`src/rtl/seg_scan_ctrl.sv`:
```
// Eight-digit seven-segment scan controller: double-buffered frame, one digit per DIV-cycle slot.
// Optional anode blanking at slot start is enabled by defining SEG_SCAN_GHOST_BLANK_EN.
module seg_scan_ctrl #(
  parameter int DIGITS       = 8,
  parameter int DIV          = 50000,
  parameter int DIV_W        = 16,
  parameter int BLANK_CYCLES = 16
) (
  input  logic                  clk_i,
  input  logic                  rst_ni,
  input  logic                  enable_i,
  input  logic [8*DIGITS-1:0]   frame_i,
  input  logic                  frame_valid_i,
  output logic                  frame_ready_o,
  output logic [7:0]            seg_o,
  output logic [DIGITS-1:0]     an_o,
  output logic                  frame_done_o
);

  localparam int IDX_W = (DIGITS > 1) ? $clog2(DIGITS) : 1;
  localparam logic [DIV_W-1:0] CNT_LAST = DIV_W'(DIV - 1);
  localparam logic [IDX_W-1:0] IDX_LAST = IDX_W'(DIGITS - 1);

  if (DIV < 2 || DIV > (1 << DIV_W) - 1) begin : g_bad_div
    $error("seg_scan_ctrl: DIV out of range for DIV_W");
  end
  if (BLANK_CYCLES >= DIV) begin : g_bad_blank
    $error("seg_scan_ctrl: BLANK_CYCLES must be below DIV");
  end

  typedef enum logic {ST_OFF, ST_SCAN} state_e;

  state_e               state_q, state_d;
  logic [DIV_W-1:0]     cnt_q, cnt_d;
  logic [IDX_W-1:0]     idx_q, idx_d;
  logic [8*DIGITS-1:0]  shadow_q, pending_q;
  logic                 pend_full_q, pend_full_d;
  logic                 ready_q, bnd_q, done_q;
  logic [7:0]           seg_q, seg_d;
  logic [DIGITS-1:0]    an_q, an_d;
  logic                 accept, swap, boundary, slot_end, scan_on, lit;

  // Handshake: a frame transfers on any rising edge where frame_valid_i && frame_ready_o;
  // ready is a register equal to ~pend_full, so a swap and an accept never share an edge.
  assign accept   = frame_valid_i && ready_q;
  assign slot_end = (cnt_q == CNT_LAST);
  assign scan_on  = (state_q == ST_SCAN) && enable_i;

`ifdef SEG_SCAN_GHOST_BLANK_EN
  localparam logic [DIV_W-1:0] BLANK_N = DIV_W'(BLANK_CYCLES);
  assign lit = scan_on && (cnt_q >= BLANK_N);
`else
  assign lit = scan_on;
`endif

  always_comb begin
    state_d  = state_q;
    cnt_d    = cnt_q;
    idx_d    = idx_q;
    swap     = 1'b0;
    boundary = 1'b0;
    case (state_q)
      ST_OFF: begin
        cnt_d = '0;
        idx_d = '0;
        swap  = pend_full_q;
        if (enable_i) state_d = ST_SCAN;
      end
      ST_SCAN: begin
        if (!enable_i) begin
          // Partial frame is dropped; the next enable restarts at digit 0.
          state_d = ST_OFF;
          cnt_d   = '0;
          idx_d   = '0;
        end else if (slot_end) begin
          cnt_d    = '0;
          boundary = (idx_q == IDX_LAST);
          idx_d    = boundary ? '0 : idx_q + 1'b1;
          swap     = boundary && pend_full_q;
        end else begin
          cnt_d = cnt_q + 1'b1;
        end
      end
      default: state_d = ST_OFF;
    endcase
    pend_full_d = accept ? 1'b1 : (swap ? 1'b0 : pend_full_q);
  end

  always_comb begin
    an_d  = '1;
    seg_d = 8'hFF;
    if (lit) begin
      an_d  = ~(DIGITS'(1) << idx_q);
      seg_d = shadow_q[{idx_q, 3'b000} +: 8];
    end
  end

  always_ff @(posedge clk_i or negedge rst_ni) begin
    if (!rst_ni) begin
      state_q <= ST_OFF;
      cnt_q   <= '0;
      idx_q   <= '0;
    end else begin
      state_q <= state_d;
      cnt_q   <= cnt_d;
      idx_q   <= idx_d;
    end
  end

  always_ff @(posedge clk_i or negedge rst_ni) begin
    if (!rst_ni) begin
      shadow_q    <= '1;
      pending_q   <= '1;
      pend_full_q <= 1'b0;
      ready_q     <= 1'b1;
      bnd_q       <= 1'b0;
      done_q      <= 1'b0;
      an_q        <= '1;
      seg_q       <= 8'hFF;
    end else begin
      if (accept) pending_q <= frame_i;
      if (swap)   shadow_q  <= pending_q;
      pend_full_q <= pend_full_d;
      ready_q     <= ~pend_full_d;
      // Delayed one extra cycle so the pulse lines up with digit 0 on the registered anodes.
      bnd_q       <= boundary;
      done_q      <= bnd_q;
      an_q        <= an_d;
      seg_q       <= seg_d;
    end
  end

  assign frame_ready_o = ready_q;
  assign seg_o         = seg_q;
  assign an_o          = an_q;
  assign frame_done_o  = done_q;

endmodule

```
`config.mk`:
```
export PLATFORM = sky130hd
export DESIGN_NAME = seg_scan_ctrl
export DESIGN_NICKNAME = d
export VERILOG_FILES = /design/src/rtl/seg_scan_ctrl.sv
export SDC_FILE = /design/constraint.sdc
export NUM_CORES = 1
export LEC_CHECK = 0
export ABC_AREA = 1
export BUFFER_PORTS_ARGS = -buffer_cell sky130_fd_sc_hd__clkbuf_2
export CORE_MARGIN = 10
export CORE_UTILIZATION = 40
export CTS_BUF_LIST = sky130_fd_sc_hd__clkbuf_2 sky130_fd_sc_hd__clkbuf_4 sky130_fd_sc_hd__clkbuf_8
export CTS_CLUSTER_SIZE = 20
export DETAILED_ROUTE_END_ITERATION = 8
export PLACE_DENSITY = 0.58
export REMOVE_ABC_BUFFERS = 1
export SLEW_MARGIN = 15
export SYNTH_ARGS = -nofsm -noshare
export SYNTH_HDL_FRONTEND = slang
export SYNTH_SLANG_ARGS = --single-unit
```
`constraint.sdc`:
```
create_clock -name clk_i -period 1.8 [get_ports clk_i]
set_input_delay 0.18 -clock clk_i [delete_from_list [all_inputs] [get_ports clk_i]]
set_output_delay 0.18 -clock clk_i [all_outputs]
set_load 0.005 [all_outputs]
```
Yosys cells after proc, flatten, opt, wreduce, memory -nomap -nowiden. Cells that the tools add are included.

Bits in registers: 168. Input port bits: 68. Output and inout bits: 18. Logic and storage cells: 42.

$add $sub $neg: 2. Equal/unequal tests: 3. Shift operators: 2. Multiplexer cells: 18. Bitwise operators: 3. Reductions and logical operators: 3.

Operators with widths (count): $shiftx 64x7->8 (1); $mux 16 (2); $pmux 16 s2 (1); $add 16x1->16 const B (1); $eq 16x16->1 const B (1); $mux 8 (2); $mux 3 (3); $mux 1 (8); $not 8->8 (1); $shl 1x3->8 const A (1); $pmux 3 s2 (1); $add 3x1->3 const B (1); $eq 3x3->1 const B (1); $logic_and 1x1->1 (3); $ne 3x2->1 const B (1); $not 1->1 (2); $pmux 1 s2 (1).

Depth between registers and ports, before layout. Gate-level depths: netlist of the first run.

Depth in word-level cells: 8. Mapped depth: 10. Mapped depth without buffers: 9.

Worst setup path after synthesis of the first run. No wires, ideal clock.

Kind: flip-flop to flip-flop. Start point: reg idx_q[0]. End point: reg shadow_q[4]. Library setup time: 75 ps. Arrival time: 1389 ps. Required time: 1725 ps. Setup slack: 335 ps. Stages on the path, launching flop included: 11. Path buffers: 2. Clock period less this slack: 1465 ps. Cells stage by stage: dfrtp_1 > ha_1 > ha_1 > nand2_1 > inv_1 > nand3_2 > nand2_4 > buf_12 > buf_8 > nand3_2 > nand2_1.

Word-level cells in the longest chain between the ends: 5.

RTL lines: from (decl) (RTL line 35) `logic [IDX_W-1:0] idx_q, idx_d;`; from (signal assigned) (RTL line 106) `idx_q <= idx_d;`; $eq 3x3->1 (RTL line 77) `boundary = (idx_q == IDX_LAST);`; $logic_and 1x1->1 (RTL line 79) `swap = boundary && pend_full_q;`; $mux 1 (RTL line 75) `end else if (slot_end) begin`; $mux 1 (RTL line 70) `if (!enable_i) begin`; $pmux 1 s2 (RTL line 62) `case (state_q)`; to (signal assigned) (RTL line 122) `if (swap) shadow_q <= pending_q;`; to (decl) (RTL line 36) `logic [8*DIGITS-1:0] shadow_q, pending_q;`.

No other way between the ends. A chain may end at the register's enable or synchronous reset.

Final worst setup path of the first run.
Start point: reg idx_q[0]. End point: reg shadow_q[34].

Same word-level chain as after synthesis.

==> flow_summary.yaml, run 1 <==
sta:
  relSlewSlack_pct: 55.4
  maxClockFrequency_ghz: 0.608
  drv_slew: 0
  rsz0062_at_grt: "no"
  period_share_pct: 91.3
  period_needed_ns: 1.64
  clock_skew_ns: 0.0160
  worst_slew_pin_slew_ns: 0.669
  hold_viol: 0
  setup-tns-final_ns: 0
  setup_viol: 0
routing:
  drc: 0
  wl_um: 17300
  drtIter0Drc: 358
  routed-via-count: 5735
  wl_per_cell_um: 14.1
  dr.pass1.iters: 4
  antenna_left: 0
  vias_per_cell: 4.67
cts:
  cts_sinks: 168
  cts_tree: "built"
  insertion_delay_ns: 0.47
  path_clk_slew_ns: 0.10
  cts_buffer_depth: 2
  cts_root_buf: "clkbuf_8"
  cts_buffers: 17
  htreeDepth: 4
floorplan:
  io_pins: 86
  die_x_um: 157
  die_h_um: 157
  initial_utilization_pct: 41.1
  die_area_um2: 24500
  placeableCoreArea_um2: 18100
  floorplan.rows: 49
synth:
  yosysSeqAreaShare_pct: 58.8
  synth-main-ff-cell: "dfstp_2"
  ys_ff_latch: 168
  ys_async_sr_fraction_pct: 100
  synth_fa_ha_area_share_pct: 1.17
  yosys.area_share.simple_pct: 29.5
  synth_area_um2: 7460
  yosysUniqueCellTypes: 36
  yosysWarnings: 0
  synth_top_family_by_area: "simple AND/OR/NAND/NOR gates"
  synth_edf_count: 0
  synth_xor_area_share_pct: 0.235
  synth.avg_cell_area_um2: 8.89
  synthCells: 839
  synthMuxAreaShare_pct: 0
  synth_compound_area_share_pct: 5.11
layout:
  instances_no_fill: 1228
  drive_gt1_share_pct: 32.0
  area_delta_synth_final_pct: 23.4
  n_antenna_cell: 0
  utilization_pct: 50.7
  num-nets-final: 1061
place:
  dp.cells: 1130
  routabilityCongestion: 0.788
  io_buffers: 85
  hpwl_um: 11300
hold_path:
  hold_class: "input pin to flop"
  min-delay-start: "frame_valid_i"
  whs_path_depth: 6
  hold_path_end: "pending_q[63]"
global_routing:
  grt_pass1_wl_um: 29700
  grt-ovfl-total: 0
  grt_max_degree: 65
  grt_use_total_pct: 14.9
  grt_pass1_vias: 5974
  antenna_found_initial: 0
critical_path:
  crit_slowest_cell: "dfrtp_1"
  r2r_slack_ns: 0.16
  path_common_cell: "nand2_1"
  cp_max_fo: 32
  critPathKind: "flop to flop"
  startpoint_type: "flop"
  crit_family: "simple AND/OR/NAND/NOR gates"
  crit_required_ns: 2.20
  slowest_delay_ns: 0.39
  rr_worst_depth: 10
  worstPathArrival_ns: 2.05
  path_buf_inv: 2
  path_depth: 10
  reg2reg_to: "shadow_q[34]"
  r2r-start: "idx_q[0]"
  cp-startpoint: "idx_q[0]"
  path_cells: "ha_1 -> ha_1 -> nand2_1 -> inv_1 -> nand3_2 -> nand2_4 -> nand2_4 -> buf_12 -> nand2_1 -> nand2_1"
  cp-end-kind: "flop"
status:
  outcome: "finished clean"
flow_run:
  max_cap_violations: 0
power:
  vdd_drop_max_v: 0.000485
  p_leak_nw: 4.38
  powerDensity_nw_per_um2: 1050
==> Yosys cell counts, types with 2 or more instances <==
cell type	count	share of area (%)
a21oi_1	4	0.27
buf_2	19	1.3
buf_6	4	0.60
buf_8	2	0.40
clkbuf_1	19	0.96
dfrtp_1	23	7.7
dfstp_2	145	51
ha_1	7	1.2
inv_1	29	1.5
inv_2	2	0.10
nand2_1	367	18
nand2_4	3	0.45
nand3_1	50	3.4
nand3_2	21	2.8
nor2_1	67	3.4
nor2_2	3	0.25
nor3b_1	2	0.20
o211ai_1	8	0.80
o21ai_0	35	2.3
o21ai_1	4	0.27
o21bai_1	3	0.30
o221ai_1	8	0.94
==> per-stage QoR <==
stage	setup slack [ns]	hold slack (ns)	power, mW	instance area (µm²)
global route	0.00767	0.257	10.3	9210
floorplan	-1.18	-0.116	6.42	7190
detailed placement	0.169	0.343	7.09	8180
CTS	0.140	0.242	9.78	9200
global placement	0.200	0.334	7.05	8180
finish	0.156	0.256	9.64	9210
==> per-layer routing <==
metal	vias to the layer above	global-route usage [%]	wire length, µm
met2	89	24.0	8170
li1	2930	-	-
met4	0	4.31	157
met3	11	3.67	644
met1	2705	19.5	8290
met5	-	0	0
==> worst register-to-register path: stages, from the launching register on <==
cell and delay [ns]:
dfrtp_1 0.39, ha_1 0.22, ha_1 0.22, nand2_1 0.06, inv_1 0.04, nand3_2 0.08
nand2_4 0.08, nand2_4 0.15, buf_12 0.20, nand2_1 0.08, nand2_1 0.06
==> placed cells by master (no fill, tap or decap), drive strengths merged <==
cell type / synthesis / routed
o211ai: 8 / 8
o21ai: 39 / 39
nand3: 71 / 71
o31ai: 1 / 1
clkbuf: 20 / 102
dlygate4sd3: 0 / 66
nand4: 1 / 1
nor3b: 2 / 2
xnor2: 1 / 1
nor2: 71 / 71
xor2: 1 / 1
a21oi: 4 / 4
dfstp: 145 / 145
and3: 1 / 1
inv: 31 / 39
clkinv: 1 / 5
nand3b: 1 / 1
o221ai: 8 / 8
ha: 7 / 7
nor3: 1 / 1
a31oi: 1 / 1
buf: 27 / 25
nand2: 371 / 371
clkinvlp: 0 / 2
o21bai: 3 / 3
dfrtp: 23 / 23
==> area by class of cell <==
class,instances,area (µm²)
Inverter,32,123
Multi-Input combinational cell,592,2690
Clock buffer,18,248
Timing Repair Buffer,175,1360
Sequential cell,168,4390
Fill cell,1755,8940
Clock inverter,14,114
Tap cell,229,287
==> report_power, final <==
group | total [mW] | internal (mW) | switching [mW]
sequential | 5.52 | 5.08 | 0.448
combinational | 1.59 | 0.665 | 0.921
clock | 2.53 | 1.03 | 1.50
total | 9.64 | 6.77 | 2.87
==> state kept, by name, indices dropped and copies added (netlist names) <==
name / count
frame_done_o: 1
pending_q: 64
seg_o: 8
an_o: 8
shadow_q: 64
bnd_q: 1
pend_full_q: 1
state_q: 1
cnt_q: 16
idx_q: 3
frame_ready_o: 1
==> logic make-up after synthesis <==
logic type	count (synthesis)
AND/OR/NAND/NOR	519
flip-flops	168
buffers and inverters	79
AO/OA/AOI/OAI	64
adder cells (fa/ha/maj)	7
XOR/XNOR	2
==> timing repair <==
item | in CTS | in global routing
hold buffers | 66 | 0
resized for setup | 0 | 1
buffers inserted | 0 | 0
endpoints found under the setup margin | 0 | 1
hold endpoints to repair | 109 | 0
==> how the worst max path moves through the flow <==
stage                    end  slack (ns)
2_1_floorplan  frame_ready_o       -1.18
3_3_place_gp    shadow_q[50]        0.20
3_5_place_dp    shadow_q[57]        0.17
4_1_cts         shadow_q[57]        0.14
5_1_grt         shadow_q[35]       0.008
6_report        shadow_q[34]        0.16
(Power assumes the default switching activity.)
==> run 2: changes to the inputs <==
Settings changed: ABC_AREA 1 to unset, CORE_MARGIN 10 to 5, RECOVER_POWER set to 100.
==> run 2 against run 1 <==
Critical path depth fell by 3. Sequential power increased by 8.9%. Worst hold slack improved by 0.035 ns. Area after synthesis fell by 2.1%. Largest power group unchanged. Highest routed layer unchanged.
==> flow_summary.yaml, run 2 <==
status:
  outcome: "finished clean"
layout:
  multi_input_area_um2: 2800
  num-nets-final: 724
  area_delta_synth_final_pct: 29.0
  ff_latch_area_um2: 4390
  layout_common_cells: "dfstp_2, clkbuf_2, dlygate4sd3_1"
  fillers: 1518
  drive_gt1_share_pct: 69.0
  final_common_cell: "dfstp_2"
  largestRegisters: "pending_q x64, shadow_q x64, cnt_q x16"
  n_antenna_cell: 0
cts:
  htreeDepth: 4
  insertion_delay_ns: 0.46
  cts_root_buf: "clkbuf_8"
  cts_buffers: 17
  cts_tree: "built"
  cts_buffer_depth: 2
  cts_sinks: 168
  path_clk_slew_ns: 0.09
routing:
  antenna_left: 0
  vias_per_cell: 4.80
  wl_um: 14800
  routed-via-count: 4280
  wl_per_cell_um: 16.6
  wl_met3_um: 576
  met1_length_um: 6800
  routed.top_layer: "met4"
  drc: 0
  met2_length_um: 7160
  dr.pass1.iters: 5
  drtIter0Drc: 171
synth:
  synth_top_area_share_pct: 52.2
  yosysWarnings: 0
  yosysTopAreaCell: "dfstp_2"
  ys_ff_latch: 168
  synth_area_leaders: "dfstp_2, mux2_4, mux2_2"
  synth.avg_cell_area_um2: 15.9
  synth-main-ff-cell: "dfstp_2"
  synth_most_common_cell: "dfstp_2"
  synthCells: 458
  synth_edf_count: 0
  yosysUniqueCellTypes: 32
  synth_area_um2: 7300
  ys_async_sr_fraction_pct: 100
  yosysSeqAreaShare_pct: 60.0
  synth_commonest_cells: "dfstp_2, mux2_2, mux2_4, nand2_1, dfrtp_1"
critical_path:
  worstPathArrival_ns: 2.18
  r2r-start: "cnt_q[0]"
  path_buf_inv: 2
  critPathKind: "flop to flop"
  path_cells: "ha_2 -> and4_4 -> nand4_4 -> o22ai_4 -> buf_12 -> clkbuf_16 -> mux2_4"
  startpoint_type: "flop"
  slowest_delay_ns: 0.36
  cp_max_fo: 10
  reg2reg_to: "shadow_q[20]"
  crit_required_ns: 2.19
  rr_worst_depth: 7
  crit_family: "buffers and inverters"
  r2r_slack_ns: 0.009
  cp-end-kind: "flop"
  crit_slowest_cell: "dfrtp_1"
global_routing:
  grt_max_degree: 67
  grt-ovfl-total: 0
  antenna_found_initial: 0
  grt_pass1_vias: 4745
  grt_use_total_pct: 14.5
  grt_pass1_wl_um: 24700
place:
  hpwl_um: 9620
  dp_slack_ns: -0.0287
  io_buffers: 85
  routabilityCongestion: 0.735
sta:
  hold_viol: 0
  relSlewSlack_pct: 29.6
  period_share_pct: 99.5
  worst_slew_pin_slew_ns: 1.06
  setup_viol: 0
  maxClockFrequency_ghz: 0.558
  fin_ws_ns: 0.00858
  rsz0062_at_grt: "yes"
  period_needed_ns: 1.79
  clock_skew_ns: 0.0132
  drv_slew: 0
hold_path:
  hold_class: "input pin to flop"
  min-delay-start: "frame_valid_i"
  whs_path_depth: 4
  hold_path_end: "pend_full_q"
power:
  powerDensity_nw_per_um2: 1160
  p_clk_share_pct: 24.4
  power_mw: 10.9
  pwr-share-seq_pct: 55.1
  vdd_drop_max_v: 0.000637
  p_sw_share_pct: 22.9
  p_leak_nw: 3.95
  pwr-share-comb_pct: 20.5
  p_int_mw: 8.41
  switchingPower_mw: 2.50
floorplan:
  floorplan.rows: 49
  placeableCoreArea_um2: 18000
  die_h_um: 145
  die_area_um2: 21100
  initial_utilization_pct: 40.7
  die_x_um: 145
  io_pins: 86
flow_run:
  max_cap_violations: 0
run 2: timing repair:
item | 4_1_cts | 5_1_grt
resized for setup | 10 | 9
setup buffers | 1 | 1
hold buffers | 66 | 0
cloned | 1 | 2
hold endpoints to repair | 104 | 0
pin swaps | 1 | 0
setup endpoints to repair | 60 | 63
run 2: cells by family (layout without fill, tap and decap cells):
family / Yosys count / count (layout) / share of synthesized area (%)
multiplexers: 145 / 145 / 27.9
AND/OR/NAND/NOR: 93 / 93 / 6.30
AO/OA/AOI/OAI: 4 / 4 / 0.514
XOR/XNOR: 14 / 14 / 1.68
adder cells (fa/ha/maj): 7 / 7 / 1.20
flip-flops: 168 / 168 / 60.0
buffers and inverters: 27 / 231 / 2.36
run 2: layout make-up:
type                    count  share of cell area (%)
multi-input cells         263                    29.7
flip-flops and latches    168                    46.6
clock inverters             9                    1.06
clock buffers              23                    3.10
repair buffers            193                    16.3
inverters                   6                   0.239
well taps                 229                    3.04
run 2: power groups by stage:
stage	sequential [mW]	clock (mW)	combinational, mW
after floorplan	5.82	0	1.71
after global placement	6.02	0	2.02
after detailed placement	6.07	0	2.09
after CTS	6.02	2.76	2.23
after global routing	6.15	2.91	2.42
final	6.01	2.66	2.24
run 2: stage by stage:
step	instance area (µm²)	cells	util (%)	setup TNS [ns]	hold slack (ns)
floorplan	7150	437	-	-149.71	-0.116
global placement	8240	788	45.9	0	0.128
detailed placement	8240	788	45.9	-0.344	0.137
CTS	9370	888	52.2	-0.0972	0.205
global route	9420	891	52.4	-3.51	0.333
finish	9420	891	52.4	0	0.291
run 2: how the worst max path moves through the flow:
stage | from | endpoint | cells past startpoint
global placement | cnt_q[0] | shadow_q[55] | 7
CTS | cnt_q[1] | shadow_q[55] | 7
floorplan | idx_q[0] | shadow_q[54] | 5
global route | cnt_q[0] | shadow_q[20] | 7
detailed placement | cnt_q[0] | shadow_q[55] | 7
finish | cnt_q[0] | shadow_q[20] | 7
run 2: worst register-to-register path, delay by kind of cell, from the launching register on:
| kind | cells | cell delay [ns] |
|---|---|---|
| buffers and inverters | 2 | 0.39 |
| flip-flops | 1 | 0.36 |
| AND/OR/NAND/NOR | 2 | 0.33 |
| multiplexers | 1 | 0.31 |
| adder cells (fa/ha/maj) | 1 | 0.18 |
| AO/OA/AOI/OAI | 1 | 0.15 |
run 2: metal layers:
| layer | GRT usage (%) | up-vias |
|---|---|---|
| li1 | - | 2003 |
| met1 | 19.3 | 2163 |
| met2 | 23.5 | 96 |
| met3 | 3.37 | 18 |
| met4 | 5.08 | 0 |
| met5 | 0 | - |
==> run 3: changes to the inputs <==
Settings changed: BUFFER_PORTS_ARGS -buffer_cell sky130_fd_sc_hd__clkbuf_2 to -buffer_cell sky130_fd_sc_hd__buf_4, CORE_ASPECT_RATIO set to 1.5, MAX_ROUTING_LAYER set to met4.
==> run 3 against run 2 <==
Clock-buffer cell count fell by 3. Worst hold slack got worse by 0.027 ns. Sequential power barely moved. Flip-flop and latch count did not move. Final cell count fell by 1.0%. The run now ends with setup timing left. Die area rose by 0.27%. Global-route usage rose by 0.45 points. Sequential share of layout area fell by 1.2 points. Utilization rose by 1.4 points. Clock skew barely moved. Total power rose by 1.6%.
==> flow_summary.yaml, run 3 (synthesized netlist as in run 2, its figures left out) <==
sta:
  setup_viol: 27
  rsz0062_at_grt: "yes"
  hold_viol: 0
  period_needed_ns: 1.82
  clock_skew_ns: 0.0135
  relSlewSlack_pct: 44.3
  drv_slew: 0
  fin_ws_ns: -0.0158
  whs_ns: 0.264
  period_share_pct: 101
  worst_slew_pin_slew_ns: 0.836
  maxClockFrequency_ghz: 0.551
status:
  failed_checks: "setup timing"
  outcome: "complete, but fails checks"
flow_run:
  max_cap_violations: 0
routing:
  met2_length_um: 8170
  routed.top_layer: "met4"
  vias_per_cell: 4.91
  drc: 0
  wl_met3_um: 497
  routed-via-count: 4335
  met1_length_um: 6150
  wl_um: 15100
  wl_per_cell_um: 17.1
  dr.pass1.iters: 4
  antenna_left: 0
  drtIter0Drc: 162
cts:
  cts_buffer_depth: 2
  cts_sinks: 168
  cts_buffers: 17
  htreeDepth: 4
  insertion_delay_ns: 0.44
  path_clk_slew_ns: 0.09
  cts_root_buf: "clkbuf_8"
  cts_tree: "built"
layout:
  fillers: 1444
  area_delta_synth_final_pct: 32.3
  multi_input_area_um2: 2780
  layout_common_cells: "dfstp_2, buf_4, dlygate4sd3_1"
  drive_gt1_share_pct: 69.2
  final_common_cell: "dfstp_2"
  num-nets-final: 727
  n_antenna_cell: 0
  largestRegisters: "pending_q x64, shadow_q x64, cnt_q x16"
  ff_latch_area_um2: 4390
critical_path:
  critPathKind: "flop to flop"
  reg2reg_to: "shadow_q[25]"
  r2r_slack_ns: -0.02
  startpoint_type: "flop"
  crit_slowest_cell: "dfrtp_1"
  r2r-start: "cnt_q[0]"
  cp-end-kind: "flop"
  path_cells: "ha_2 -> and4_4 -> nand4_4 -> o22ai_4 -> buf_6 -> clkbuf_16 -> mux2_4"
  crit_required_ns: 2.18
  worstPathArrival_ns: 2.19
  rr_worst_depth: 7
  slowest_delay_ns: 0.37
  cp_max_fo: 8
hold_path:
  whs_path_depth: 4
  hold_path_end: "pend_full_q"
  min-delay-start: "frame_valid_i"
  hold_class: "input pin to flop"
place:
  dp_slack_ns: -0.0554
  hpwl_um: 9500
  routabilityCongestion: 0.780
  io_buffers: 85
floorplan:
  die_area_um2: 21100
  placeableCoreArea_um2: 17900
  initial_utilization_pct: 40.7
  die_h_um: 175
  io_pins: 86
  floorplan.rows: 60
  die_x_um: 120
global_routing:
  grt_pass1_vias: 4871
  grt_max_degree: 67
  grt_pass1_wl_um: 24400
  antenna_found_initial: 0
  grt_use_total_pct: 15.0
  grt-ovfl-total: 0
power:
  powerDensity_nw_per_um2: 1150
  vdd_drop_max_v: 0.000517
  p_leak_nw: 4.04
-- run 3: worst max-delay path by stage --
stage / startpoint / to / slack [ns] / depth (start not counted)
after floorplan: idx_q[0] / shadow_q[54] / -1.88 / 5
after global placement: cnt_q[1] / shadow_q[55] / -0.03 / 6
after detailed placement: cnt_q[1] / shadow_q[57] / -0.06 / 6
after CTS: cnt_q[11] / shadow_q[51] / -0.04 / 6
after global routing: cnt_q[0] / shadow_q[25] / -0.07 / 7
final: cnt_q[0] / shadow_q[25] / -0.02 / 7
-- run 3: area by class of cell --
cell class	instances	area share (%)
Inverter	6	0.233
Timing Repair Buffer	196	18.6
Tap cell	217	2.81
Sequential cell	168	45.4
Clock inverter	12	1.42
Clock buffer	20	2.72
Multi-Input combinational cell	263	28.8
-- run 3: critical path, delay by kind of cell (launching register included) --
| kind | cells | cell delay, ns |
|---|---|---|
| and+or+nand+nor | 2 | 0.32 |
| adders and majority gates | 1 | 0.19 |
| muxes | 1 | 0.30 |
| buffers and inverters | 2 | 0.35 |
| DFF | 1 | 0.37 |
| AOI/OAI and AO/OA | 1 | 0.23 |
-- run 3: metrics by stage --
stage / util [%] / std cells / TNS [ns] / cell area [µm²] / power, mW
finish: 53.9 / 882 / -0.182 / 9660 / 11.1
detailed placement: 46.7 / 770 / -1.37 / 8370 / 8.19
floorplan: - / 437 / -149.71 / 7150 / 7.52
CTS: 53.3 / 876 / -1.01 / 9570 / 11.2
global placement: 46.7 / 770 / -0.224 / 8370 / 8.08
global route: 53.9 / 882 / -3.84 / 9660 / 11.6
-- run 3: metal layers --
metal  global-route usage (%)  up-vias
met5                        -        -
met2                     25.7       81
met4                     5.20        0
met1                     17.4     2237
met3                     3.19       13
li1                         -     2004
-- run 3: timing repair --
action / in CTS / in global routing
setup endpoints to repair: 66 / 70
gates resized for setup: 6 / 8
hold buffers: 66 / 0
buffers inserted: 5 / 3
endpoints found under the hold margin: 89 / 0
cloned: 3 / 3
pin swaps: 2 / 5
-- run 3: power breakdown --
group / total, mW / switching [mW] / internal, mW
combinational: 2.35 / 0.669 / 1.68
clock: 2.72 / 1.40 / 1.32
sequential: 6.02 / 0.565 / 5.45
total: 11.1 / 2.63 / 8.45
